File: config.mk
export PLATFORM = sky130hd
export DESIGN_NAME = serial_subtractor
export DESIGN_NICKNAME = d
export VERILOG_FILES = /design/src/rtl/serial_subtractor.sv
export SDC_FILE = /design/constraint.sdc
export NUM_CORES = 1
export LEC_CHECK = 0
export CAP_MARGIN = 15
export CORE_MARGIN = 5
export CORE_UTILIZATION = 45
export DETAILED_ROUTE_END_ITERATION = 16
export MAX_ROUTING_LAYER = met4
export PLACE_DENSITY = 0.82
export RECOVER_POWER = 25
export SETUP_SLACK_MARGIN = 0.5
export SLEW_MARGIN = 20
export SYNTH_ARGS = -nofsm -noshare
export SYNTH_HDL_FRONTEND = slang
export SYNTH_SLANG_ARGS = --single-unit
File: constraint.sdc
create_clock -name clk -period 2.7 [get_ports clk]
set_input_delay 0.54 -clock clk [delete_from_list [all_inputs] [get_ports clk]]
set_output_delay 0.54 -clock clk [all_outputs]
set_load 0.02 [all_outputs]
File: src/rtl/serial_subtractor.sv
// Multi-cycle WIDTH-bit subtractor (diff = A - B - i_borrow), DIGIT_W bits per
// clock LSB first through one shared digit stage, valid/ready on both sides.
module serial_subtractor #(
  parameter int WIDTH   = 16,
  parameter int DIGIT_W = 1
) (
  input  logic             clk,
  input  logic             rst_n,
  input  logic             in_valid,
  output logic             in_ready,
  input  logic [WIDTH-1:0] A,
  input  logic [WIDTH-1:0] B,
  input  logic             i_borrow,
  output logic             out_valid,
  input  logic             out_ready,
  output logic [WIDTH-1:0] diff,
  output logic             o_borrow,
  output logic             zero,
  output logic             ovf
);

  localparam int STEPS = WIDTH / DIGIT_W;
  localparam int CNT_W = (STEPS > 1) ? $clog2(STEPS) : 1;
  localparam int DIG_SUB_W = DIGIT_W + 1;
  localparam logic [CNT_W-1:0] LAST = CNT_W'(STEPS - 1);

  generate
    if (DIGIT_W < 1 || DIGIT_W > WIDTH || (WIDTH % DIGIT_W) != 0) begin : g_bad_param
      $error("serial_subtractor: DIGIT_W must divide WIDTH");
    end
  endgenerate

  typedef enum logic [1:0] {IDLE, RUN, DONE} state_t;

  state_t             state_reg, state_next;
  logic [WIDTH-1:0]   a_reg, b_reg, res_reg;
  logic               borrow_reg, a_msb_reg, b_msb_reg;
  logic [CNT_W-1:0]   cnt_reg;
  logic [DIGIT_W:0]   dig_sub;
  logic [DIGIT_W-1:0] dig_d;
  logic               dig_bout;
  logic [WIDTH-1:0]   res_next;
  logic               last_step;

  // Shared digit stage: the extra top bit of the (DIGIT_W+1)-bit difference is the borrow.
  always_comb begin
    dig_sub   = {1'b0, a_reg[DIGIT_W-1:0]} - {1'b0, b_reg[DIGIT_W-1:0]}
              - DIG_SUB_W'(borrow_reg);
    dig_bout  = dig_sub[DIGIT_W];
    dig_d     = dig_sub[DIGIT_W-1:0];
    res_next  = (res_reg >> DIGIT_W) | (WIDTH'(dig_d) << (WIDTH - DIGIT_W));
    last_step = (cnt_reg == LAST);
  end

  always_comb begin
    state_next = state_reg;
    in_ready   = 1'b0;
    out_valid  = 1'b0;
    case (state_reg)
      IDLE: begin
        in_ready = 1'b1;
        if (in_valid) state_next = RUN;
      end
      RUN: begin
        if (last_step) state_next = DONE;
      end
      DONE: begin
        out_valid = 1'b1;
        if (out_ready) state_next = IDLE;
      end
      default: state_next = IDLE;
    endcase
  end

  always_ff @(posedge clk or negedge rst_n) begin
    if (!rst_n) state_reg <= IDLE;
    else        state_reg <= state_next;
  end

  always_ff @(posedge clk or negedge rst_n) begin
    if (!rst_n) begin
      a_reg      <= '0;
      b_reg      <= '0;
      res_reg    <= '0;
      borrow_reg <= 1'b0;
      a_msb_reg  <= 1'b0;
      b_msb_reg  <= 1'b0;
      cnt_reg    <= '0;
      diff       <= '0;
      o_borrow   <= 1'b0;
      zero       <= 1'b0;
      ovf        <= 1'b0;
    end else begin
      case (state_reg)
        IDLE: begin
          if (in_valid) begin
            a_reg      <= A;
            b_reg      <= B;
            borrow_reg <= i_borrow;
            a_msb_reg  <= A[WIDTH-1];
            b_msb_reg  <= B[WIDTH-1];
            cnt_reg    <= '0;
          end
        end
        RUN: begin
          a_reg      <= a_reg >> DIGIT_W;
          b_reg      <= b_reg >> DIGIT_W;
          res_reg    <= res_next;
          borrow_reg <= dig_bout;
          cnt_reg    <= cnt_reg + CNT_W'(1);
          // Visible result only changes on the final digit, so DONE holds it stable.
          if (last_step) begin
            diff     <= res_next;
            o_borrow <= dig_bout;
            zero     <= (res_next == '0);
            ovf      <= (a_msb_reg ^ b_msb_reg) & (a_msb_reg ^ res_next[WIDTH-1]);
          end
        end
        default: ;
      endcase
    end
  end

endmodule
==> metrics.md, run 1 <==
| Metric | Value |
|---|---|
| Setup violators final | 0 |
| Final net count | between 300 and 400 |
| Cells after DPL | roughly 430 |
| Crit start category | register |
| Detail Route met2 WL | about 2.8 mm |
| Metal-1 WL | about 2.8 mm |
| Hold path depth | 2 |
| Mean post-synth cell area | roughly 11 µm² |
| DRC Markers | 0 |
| Root Buffer | clkbuf_8 |
| MaxCap Viol Count | 1 |
| Detailed Route Iter0 Violations | 100 |
| Top sig layer | met4 |
| Worst EP arrival | approximately 1.6 ns |
| Clk_skew | 0.00555 ns |
| WHS | a little under 0.5 ns |
| Largest net degree at the start of global routing | 76 |
| Top cell type's share of synthesized area | a little under three fifths |
| Chip Width | around 95 µm |
| Fin util | between 50% and 60% |
| # H-tree levels | 3 |
| Clk_lat worst skew | around 0.34 ns |
| Slew Limit Fails | 76 |
| Status | complete, but fails checks |
| Total CTS buffers | 9 |
| Register area share after synthesis | 57.1% |
| HPWL after DPL | approximately 4.2 mm |
| Final period util | 78.0% |
| Vias | approximately 2,200 |
| Proportion of layout cells with a drive suffix above 1 | a little under an eighth |
| Full die area | 0.00911 mm² |
| R2R Path End | diff[10] |
| CTS tree | built |
| Maximum clock rate | roughly 0.47 GHz |
| Setup WS pre-CTS | 0.690 ns |
| Core region area | 0.00718 mm² |
| Port-buffer cells | between 50 and 60 |
| First-pass DRT Iterations | 4 |
| Post-Syn Nets | 330 |
| Routed wire length | approximately 6.0 mm |
| Leading area contributor after synthesis | dfrtp_1 |
| Worst Reg2Reg Path Length in Cells | 3 |
| Syn-to-layout area delta | 26.1% |
| Cell count after synthesis | 291 |
| Setup CP Type | reg2out |
| Overall power | between 4 and 5 mW |
| Warnings from Yosys | 0 |
| Area contributors post-synth | dfrtp_1 57%, mux2i_1 9.4%, nand2_1 9.0% |
| Cell variety after synth | 30 |
| Hold EP | b_reg[10] |
| Synth Cell Area | 0.00328 mm² |
| Headroom to the max-slew limit | -20.6% |
| Placed cell area | 0.00392 mm² |
| TNS Setup | 0 ns |
| Clock Tree Buf Depth | 2 |
| Total Routing Usage GR | 15.4% |
| Routability cong. | ~0.74 |
| Worst Setup End Kind | output pin |
| Final Non-Filler Cells | 450 |
| R2r startpoint | state_reg[1] |
| FF-to-FF setup slack | ~0.96 ns |
| Seq cells post-synth | 75 |
| Worst vdd ir | between 400 and 500 µV |
| Crit path max fanout | 7 |
| Detail Route Antenna Nets | 0 |
| Congestion Overflow GR | 0 |
| Min-Delay Path Class | reg2reg |
| Worst Tran Pin Value | roughly 1.8 ns |
| Initial antenna violation count | 0 |
| RSZ-0062 raised after global routing | no |
| Lkg Pwr | ~1.9 nW |
| Pwr per Cell Area | roughly 1000 mW/mm² |
| Initial core utilization | 45.8% |
| Final Hold Vio Count | 0 |
| Met3 routed wirelength | between 300 and 400 µm |
| Post-layout min period | 2.11 ns |
| Die height | between 90 and 100 µm |
| Hold Startpoint | b_reg[11] |
| Failing checks | max-capacitance violations, max-slew violations |
| Global-route wire length before repair | around 11 mm |
| Post-route cell area | about 0.0041 mm² |
| Post-layout worst setup margin | ~0.59 ns |
| DR WL/cell | between 10 and 15 µm |
| Row Count | 31 |
| Ports | between 50 and 60 |
| Clock slew at reported path FFs | around 0.08 ns |
| Worst path required time | about 2.2 ns |
| Vias per inst | a little under 5 |
| Vias in the first global route | between 2,000 and 2,500 |
| # diodes | 0 |
| TritonCTS Sinks | 75 |
==> worst max-delay path, stage by stage (launching register included) <==
cell,delay [ns]
dfrtp_1,0.50
nor2_1,0.13
clkdlybuf4s50_1,0.61
==> synthesized netlist by cell type <==
library cell / number
mux2_1: 2
nor2_1: 1
inv_1: 3
o22ai_1: 1
mux2i_1: 31
dfrtp_1: 75
buf_6: 5
nand2b_4: 1
nand3_1: 2
nor3b_1: 2
o21bai_1: 1
a21o_1: 1
nor4_1: 3
fa_1: 1
a22o_1: 2
clkbuf_1: 4
o21ai_1: 41
mux2_4: 16
nor3b_2: 1
nor2b_1: 2
buf_4: 1
nand2b_1: 1
nor4b_1: 1
nand2_1: 79
ha_1: 1
nand4_1: 1
a21oi_1: 2
o21ai_0: 2
or2_4: 1
buf_2: 7
==> cell type report <==
type | count | area [µm²]
Inverter | 3 | 11.3
Clock buffer | 10 | 138
Clock inverter | 6 | 87.6
Timing Repair Buffer | 61 | 607
Tap cell | 99 | 124
Sequential cell | 75 | 1880
Multi-Input combinational cell | 196 | 1300
Fill cell | 607 | 3030
==> power by group <==
part           internal [mW]  total, mW  switching [mW]
sequential              1.53       1.81           0.290
clock                  0.547      0.958           0.411
combinational          0.688       1.38           0.689
total                   2.76       4.15            1.39
==> how the worst max path moves through the flow <==
stage | from | endpoint | depth (start not counted)
after global placement | in_valid | a_msb_reg | 4
final | state_reg[1] | in_ready | 2
after CTS | state_reg[1] | in_ready | 2
after global routing | rst_n | state_reg[0] | 1
after floorplan | cnt_reg[0] | diff[0] | 5
after detailed placement | in_valid | b_msb_reg | 4
==> routing by layer <==
metal  track usage (%)  vias up
li1                  -     1097
met1              20.1     1080
met2              23.4       53
met3              3.71        7
met4              5.69        0
met5                 -        -
==> cells in the final DEF, fill, tap and decap left out, types with 3 or more instances in the layout <==
cell,n
nand2_1,79
dfrtp_1,74
clkdlybuf4s50_1,55
o21ai_1,41
mux2i_1,31
mux2_4,16
clkbuf_8,10
inv_1,3
nor4_1,3
buf_4,3
==> cells by family (layout without fill, tap and decap cells) <==
family / count (synthesis) / count (layout) / share of synthesized area, %
AOI/OAI and AO/OA: 50 / 50 / 8.04
muxes: 49 / 49 / 17.4
buffers and inverters: 20 / 80 / 3.81
and+or+nand+nor: 95 / 95 / 12.6
DFF: 75 / 75 / 57.1
adders and majority gates: 2 / 2 / 0.990
==> what timing repair did <==
item | CTS | global route
setup endpoints to repair | 1 | 0
setup buffers | 0 | 0
hold buffers | 0 | 0
hold endpoints to repair | 0 | 0
resized for setup | 2 | 0
Note: power is estimated with default switching activity, not from simulation.
==> run 2, diff against run 1 <==
Settings changed: PLACE_DENSITY 0.82 to 0.85.
Clock period 2.7 ns to 1.8 ns, I/O delays scaled along.
==> metrics.md, run 2 (synthesized netlist as in run 1, its figures left out) <==
| Metric | Value |
|---|---|
| Vias | approximately 2,500 |
| Routed wire length | 8.45 mm |
| Filler cells | between 500 and 600 |
| R2r startpoint | a_reg[0] |
| Detailed Route Iter0 Violations | 66 |
| Cells after DPL | between 400 and 500 |
| Routability cong. | about 0.8 |
| Sw Ratio | 34.2% |
| Commonest non-fill, non-tap cell in the layout | dfrtp_1 |
| Clock share of power | between 20% and 30% |
| Worst Tran Pin Value | 0.695 ns |
| RSZ-0062 raised after global routing | yes |
| DR WL/cell | about 17 µm |
| Final net count | 433 |
| Overall power | between 7 and 8 mW |
| First-pass DRT Iterations | 4 |
| TritonCTS Sinks | 75 |
| Final Non-Filler Cells | approximately 500 |
| Crit path max fanout | 2 |
| Largest net degree at the start of global routing | 36 |
| Chip Width | roughly 95 µm |
| CTS tree | built |
| Worst EP arrival | ~1.9 ns |
| Clock Tree Buf Depth | 2 |
| Headroom to the max-slew limit | 53.7% |
| Worst path required time | about 2.1 ns |
| Final period util | 91.4% |
| Global-route wire length before repair | 12.3 mm |
| Final Hold Vio Count | 0 |
| Setup WS pre-CTS | -0.0276 ns |
| Slew Limit Fails | 0 |
| # H-tree levels | 3 |
| Full die area | between 0.009 and 0.01 mm² |
| Worst Setup End Kind | register |
| Hold Startpoint | a_reg[8] |
| Congestion Overflow GR | 0 |
| Status | complete, no violations |
| Post-layout worst setup margin | approximately 0.15 ns |
| Row Count | 31 |
| MaxCap Viol Count | 0 |
| Setup violators final | 0 |
| Ports | 58 |
| Maximum clock rate | approximately 0.61 GHz |
| Post-layout min period | approximately 1.6 ns |
| Total Routing Usage GR | between 10% and 20% |
| Internal cell power | ~5.0 mW |
| Root Buffer | clkbuf_8 |
| Syn-to-layout area delta | 48.9% |
| DRC Markers | 0 |
| Most frequent cells in the layout | 74 x dfrtp_1, 59 x nand2_1, 40 x o21ai_1, 35 x clkdlybuf4s50_1, 30 x buf_4 |
| Core region area | a little over 0.007 mm² |
| HPWL after DPL | between 4 and 5 mm |
| Worst vdd ir | 649 µV |
| Proportion of layout cells with a drive suffix above 1 | between 30% and 40% |
| Detail Route Antenna Nets | 0 |
| Port-buffer cells | between 50 and 60 |
| Setup CP Type | reg2reg |
| Initial antenna violation count | 0 |
| Clk_skew | approximately 0.0056 ns |
| Lkg Pwr | ~2.3 nW |
| Vias in the first global route | between 2,000 and 3,000 |
| Initial core utilization | between 40% and 50% |
| Net Switching | about 2.6 mW |
| Pwr per Cell Area | between 1500 and 2000 mW/mm² |
| Clk_lat worst skew | approximately 0.35 ns |
| Total CTS buffers | 9 |
| Comb power frac | between 40% and 50% |
| Vias per inst | roughly 5.0 |
| Min-Delay Path Class | reg2reg |
| Clock slew at reported path FFs | about 0.070 ns |
| Crit start category | register |
| Part of the power in registers | roughly 37% |
| # diodes | 0 |
| Setup crit start | a_reg[0] |
| Die height | approximately 95 µm |
| Fin util | about two thirds |
[run 2: cell types whose count changed in the layout (fill, tap and decap cells not counted), sizes merged]
cell,previous run,this run
dlygate4sd3,0,1
clkbuf,11,15
dlygate4sd2,1,0
clkinv,3,2
bufinv,2,3
buf,4,67
or2,1,3
clkdlybuf4s50,55,35
inv,4,3
[run 2: worst max-delay path, stage by stage, from the launching register on]
cell and delay [ns]:
dfrtp_1 0.38, inv_2 0.05, fa_2 0.59, nor4b_4 0.21
nand4_1 0.16, o21ai_1 0.18
[run 2: what timing repair did]
item                                    in CTS  in global routing
endpoints found under the setup margin      78                 89
setup buffers                               16                 14
cloned                                       5                  3
hold buffers                                 1                  0
pin swaps                                    6                 16
endpoints found under the hold margin       25                  0
resized for setup                          103                 54
[run 2: final timing paths]
check | to | slack, ns | cells past startpoint
max | zero | 0.15 | 5
min | a_reg[7] | 0.49 | 2
max reg2reg | zero | 0.15 | 5
min reg2reg | a_reg[7] | 0.49 | 2
max in group asynchronous | diff[1] | 0.53 | 3
min in group asynchronous | diff[10] | 0.59 | 2
[run 2: stage by stage]
step / hold slack, ns / cell area [µm²] / TNS (ns)
after floorplan: 0.0644 / 3300 / 0
after CTS: 0.458 / 4520 / 0
after global routing: 0.511 / 4890 / 0
after global placement: 0.285 / 4060 / -0.0165
after detailed placement: 0.291 / 4060 / -0.217
final: 0.487 / 4890 / 0
[run 2: layout make-up]
| class | count | area (µm²) | share of cell area [%] |
|---|---|---|---|
| well taps | 99 | 124 | 2.53 |
| flip-flops and latches | 75 | 1880 | 38.4 |
| clock inverters | 5 | 100 | 2.05 |
| multi-input cells | 198 | 1500 | 30.6 |
| repair buffers | 107 | 1140 | 23.3 |
| inverters | 3 | 11.3 | 0.230 |
| clock buffers | 11 | 141 | 2.89 |
[run 2: per-layer routing]
| metal | global-route usage (%) | wire [µm] | share of wire [%] | up-vias |
|---|---|---|---|---|
| li1 | - | - | - | 1197 |
| met1 | 21.0 | 3360 | 40 | 1230 |
| met2 | 30.0 | 4470 | 53 | 63 |
| met3 | 6.71 | 388 | 4.6 | 19 |
| met4 | 8.53 | 226 | 2.7 | 0 |
| met5 | - | 0 | 0 | - |
[run 2: power groups by stage]
| stage | Clock [mW] | Sequential (mW) | Combinational, mW |
|---|---|---|---|
| 2_1_floorplan | 0 | 2.83 | 1.30 |
| 3_3_place_gp | 0 | 2.72 | 2.15 |
| 3_5_place_dp | 0 | 2.76 | 2.24 |
| 4_1_cts | 1.58 | 2.75 | 2.60 |
| 5_1_grt | 1.66 | 2.89 | 3.53 |
| 6_report | 1.56 | 2.81 | 3.27 |
==> run 3, diff against run 2 <==
Settings changed: CORE_MARGIN 5 to 2, CORE_UTILIZATION 45 to 47, PLACE_DENSITY 0.85 to 0.87.
==> metrics.md, run 3 (synthesized netlist as in run 1, its figures left out) <==
| Metric | Value |
|---|---|
| Commonest non-fill, non-tap cell in the layout | dfrtp_1 |
| CTS tree | built |
| Port-buffer cells | 57 |
| Clk_lat worst skew | between 0.3 and 0.4 ns |
| Crit start category | register |
| Setup violators final | 0 |
| Filler cells | between 400 and 500 |
| Total Routing Usage GR | 22.7% |
| Full die area | roughly 0.0077 mm² |
| Proportion of layout cells with a drive suffix above 1 | 37.4% |
| DR WL/cell | about 19 µm |
| Initial antenna violation count | 0 |
| Lkg Pwr | 2.30 nW |
| Worst vdd ir | ~680 µV |
| Root Buffer | clkbuf_8 |
| Ports | 58 |
| Syn-to-layout area delta | 49.6% |
| Vias per inst | ~5.4 |
| # diodes | 0 |
| Placed cell area | between 0.004 and 0.005 mm² |
| Setup CP Type | reg2reg |
| Detailed Route Iter0 Violations | between 150 and 200 |
| Pwr per Cell Area | approximately 1500 mW/mm² |
| Worst Tran Pin Value | a little over 0.8 ns |
| Most frequent cells in the layout | 73 x dfrtp_1, 60 x nand2_1, 38 x o21ai_1, 35 x clkdlybuf4s50_1, 26 x mux2i_1 |
| Crit path max fanout | 2 |
| Fin util | 72.3% |
| Slew Limit Fails | 0 |
| Worst Setup End Kind | register |
| Detail Route Antenna Nets | 0 |
| Total CTS buffers | 9 |
| MaxCap Viol Count | 0 |
| RSZ-0062 raised after global routing | yes |
| Global-route wire length before repair | between 10 and 15 mm |
| Chip Width | 87.6 µm |
| Final period util | 89.3% |
| Post-layout min period | 1.61 ns |
| Min-Delay Path Class | reg2reg |
| Overall power | between 7 and 8 mW |
| # H-tree levels | 3 |
| Largest net degree at the start of global routing | 41 |
| Die height | around 90 µm |
| Maximum clock rate | 0.622 GHz |
| DRC Markers | 0 |
| TritonCTS Sinks | 75 |
| Status | complete, no violations |
| Vias | 2,664 |
| Final net count | 431 |
| Worst EP arrival | between 1.5 and 2 ns |
| Final Hold Vio Count | 0 |
| Routed wire length | 9.45 mm |
| Clock slew at reported path FFs | about 0.080 ns |
| Initial core utilization | between 40% and 50% |
| Row Count | 30 |
| First-pass DRT Iterations | 4 |
| Worst path required time | 2.08 ns |
| HPWL after DPL | 4.40 mm |
| Vias in the first global route | around 2,600 |
| Routability cong. | between 0.7 and 0.8 |
| Post-route cell area | between 0.004 and 0.005 mm² |
| Core region area | around 0.0068 mm² |
| Clock Tree Buf Depth | 2 |
| Headroom to the max-slew limit | between 40% and 50% |
| Clk_skew | 0.0161 ns |
| Congestion Overflow GR | 0 |
-- run 3: changes by cell type in the layout (fill, tap and decap cells not counted), sizes merged --
cell,delta
buf,-8
bufinv,-1
clkbuf,+3
clkinvlp,+1
or2,+1
bufbuf,+1
-- run 3: final timing paths --
check	startpoint	end	slack [ns]	depth (start not counted)
setup / recovery	a_reg[0]	zero	0.19	5
hold / removal	b_reg[2]	b_reg[1]	0.47	2
setup reg to reg	a_reg[0]	zero	0.19	5
hold reg to reg	b_reg[2]	b_reg[1]	0.47	2
max in group asynchronous	rst_n	a_reg[2]	0.37	3
min in group asynchronous	rst_n	diff[0]	0.61	2
-- run 3: report_power, final --
part,internal [mW],total [mW],switching (mW)
clock network,0.806,1.43,0.626
registers,2.29,2.85,0.564
logic,1.73,3.30,1.57
-- run 3: area by class of cell --
class	instances	area [µm²]	area share [%]
inverters	3	11.3	0.229
repair buffers	104	1140	23.3
clock buffers	10	138	2.80
flip-flops and latches	75	1880	38.2
multi-input cells	199	1550	31.4
well taps	96	120	2.44
clock inverters	5	77.6	1.58
-- run 3: through the flow --
| stage | hold WS, ns | setup TNS [ns] | instances | worst slack [ns] |
|---|---|---|---|---|
| after floorplan | 0.0644 | 0 | 291 | 0.345 |
| after global routing | 0.514 | 0 | 492 | 0.117 |
| final | 0.474 | 0 | 492 | 0.192 |
| after CTS | 0.389 | 0 | 472 | 0.268 |
| after global placement | 0.220 | -0.0143 | 439 | -0.00523 |
| after detailed placement | 0.223 | -0.340 | 439 | -0.0471 |
-- run 3: routing by layer --
metal | wire length (µm) | vias to the layer above | GRT usage, % | part of all wire (%)
li1 | - | 1200 | - | -
met1 | 3710 | 1325 | 26.4 | 39
met2 | 4780 | 108 | 38.5 | 51
met3 | 580 | 31 | 5.84 | 6.1
met4 | 379 | 0 | 7.41 | 4.0
met5 | 0 | - | - | 0
-- run 3: repair_timing --
action,in CTS,in global routing
endpoints found under the setup margin,88,77
hold buffers,1,0
setup buffers,11,10
gates cloned,6,10
gates resized for setup,106,60
hold endpoints to repair,13,0
pin swaps,6,20
-- run 3: critical path, stage by stage (launching register included) --
cell and delay [ns]:
dfrtp_1 0.39, inv_2 0.07, fa_2 0.58, nor4b_4 0.22, nand4_1 0.12, o21ai_1 0.15
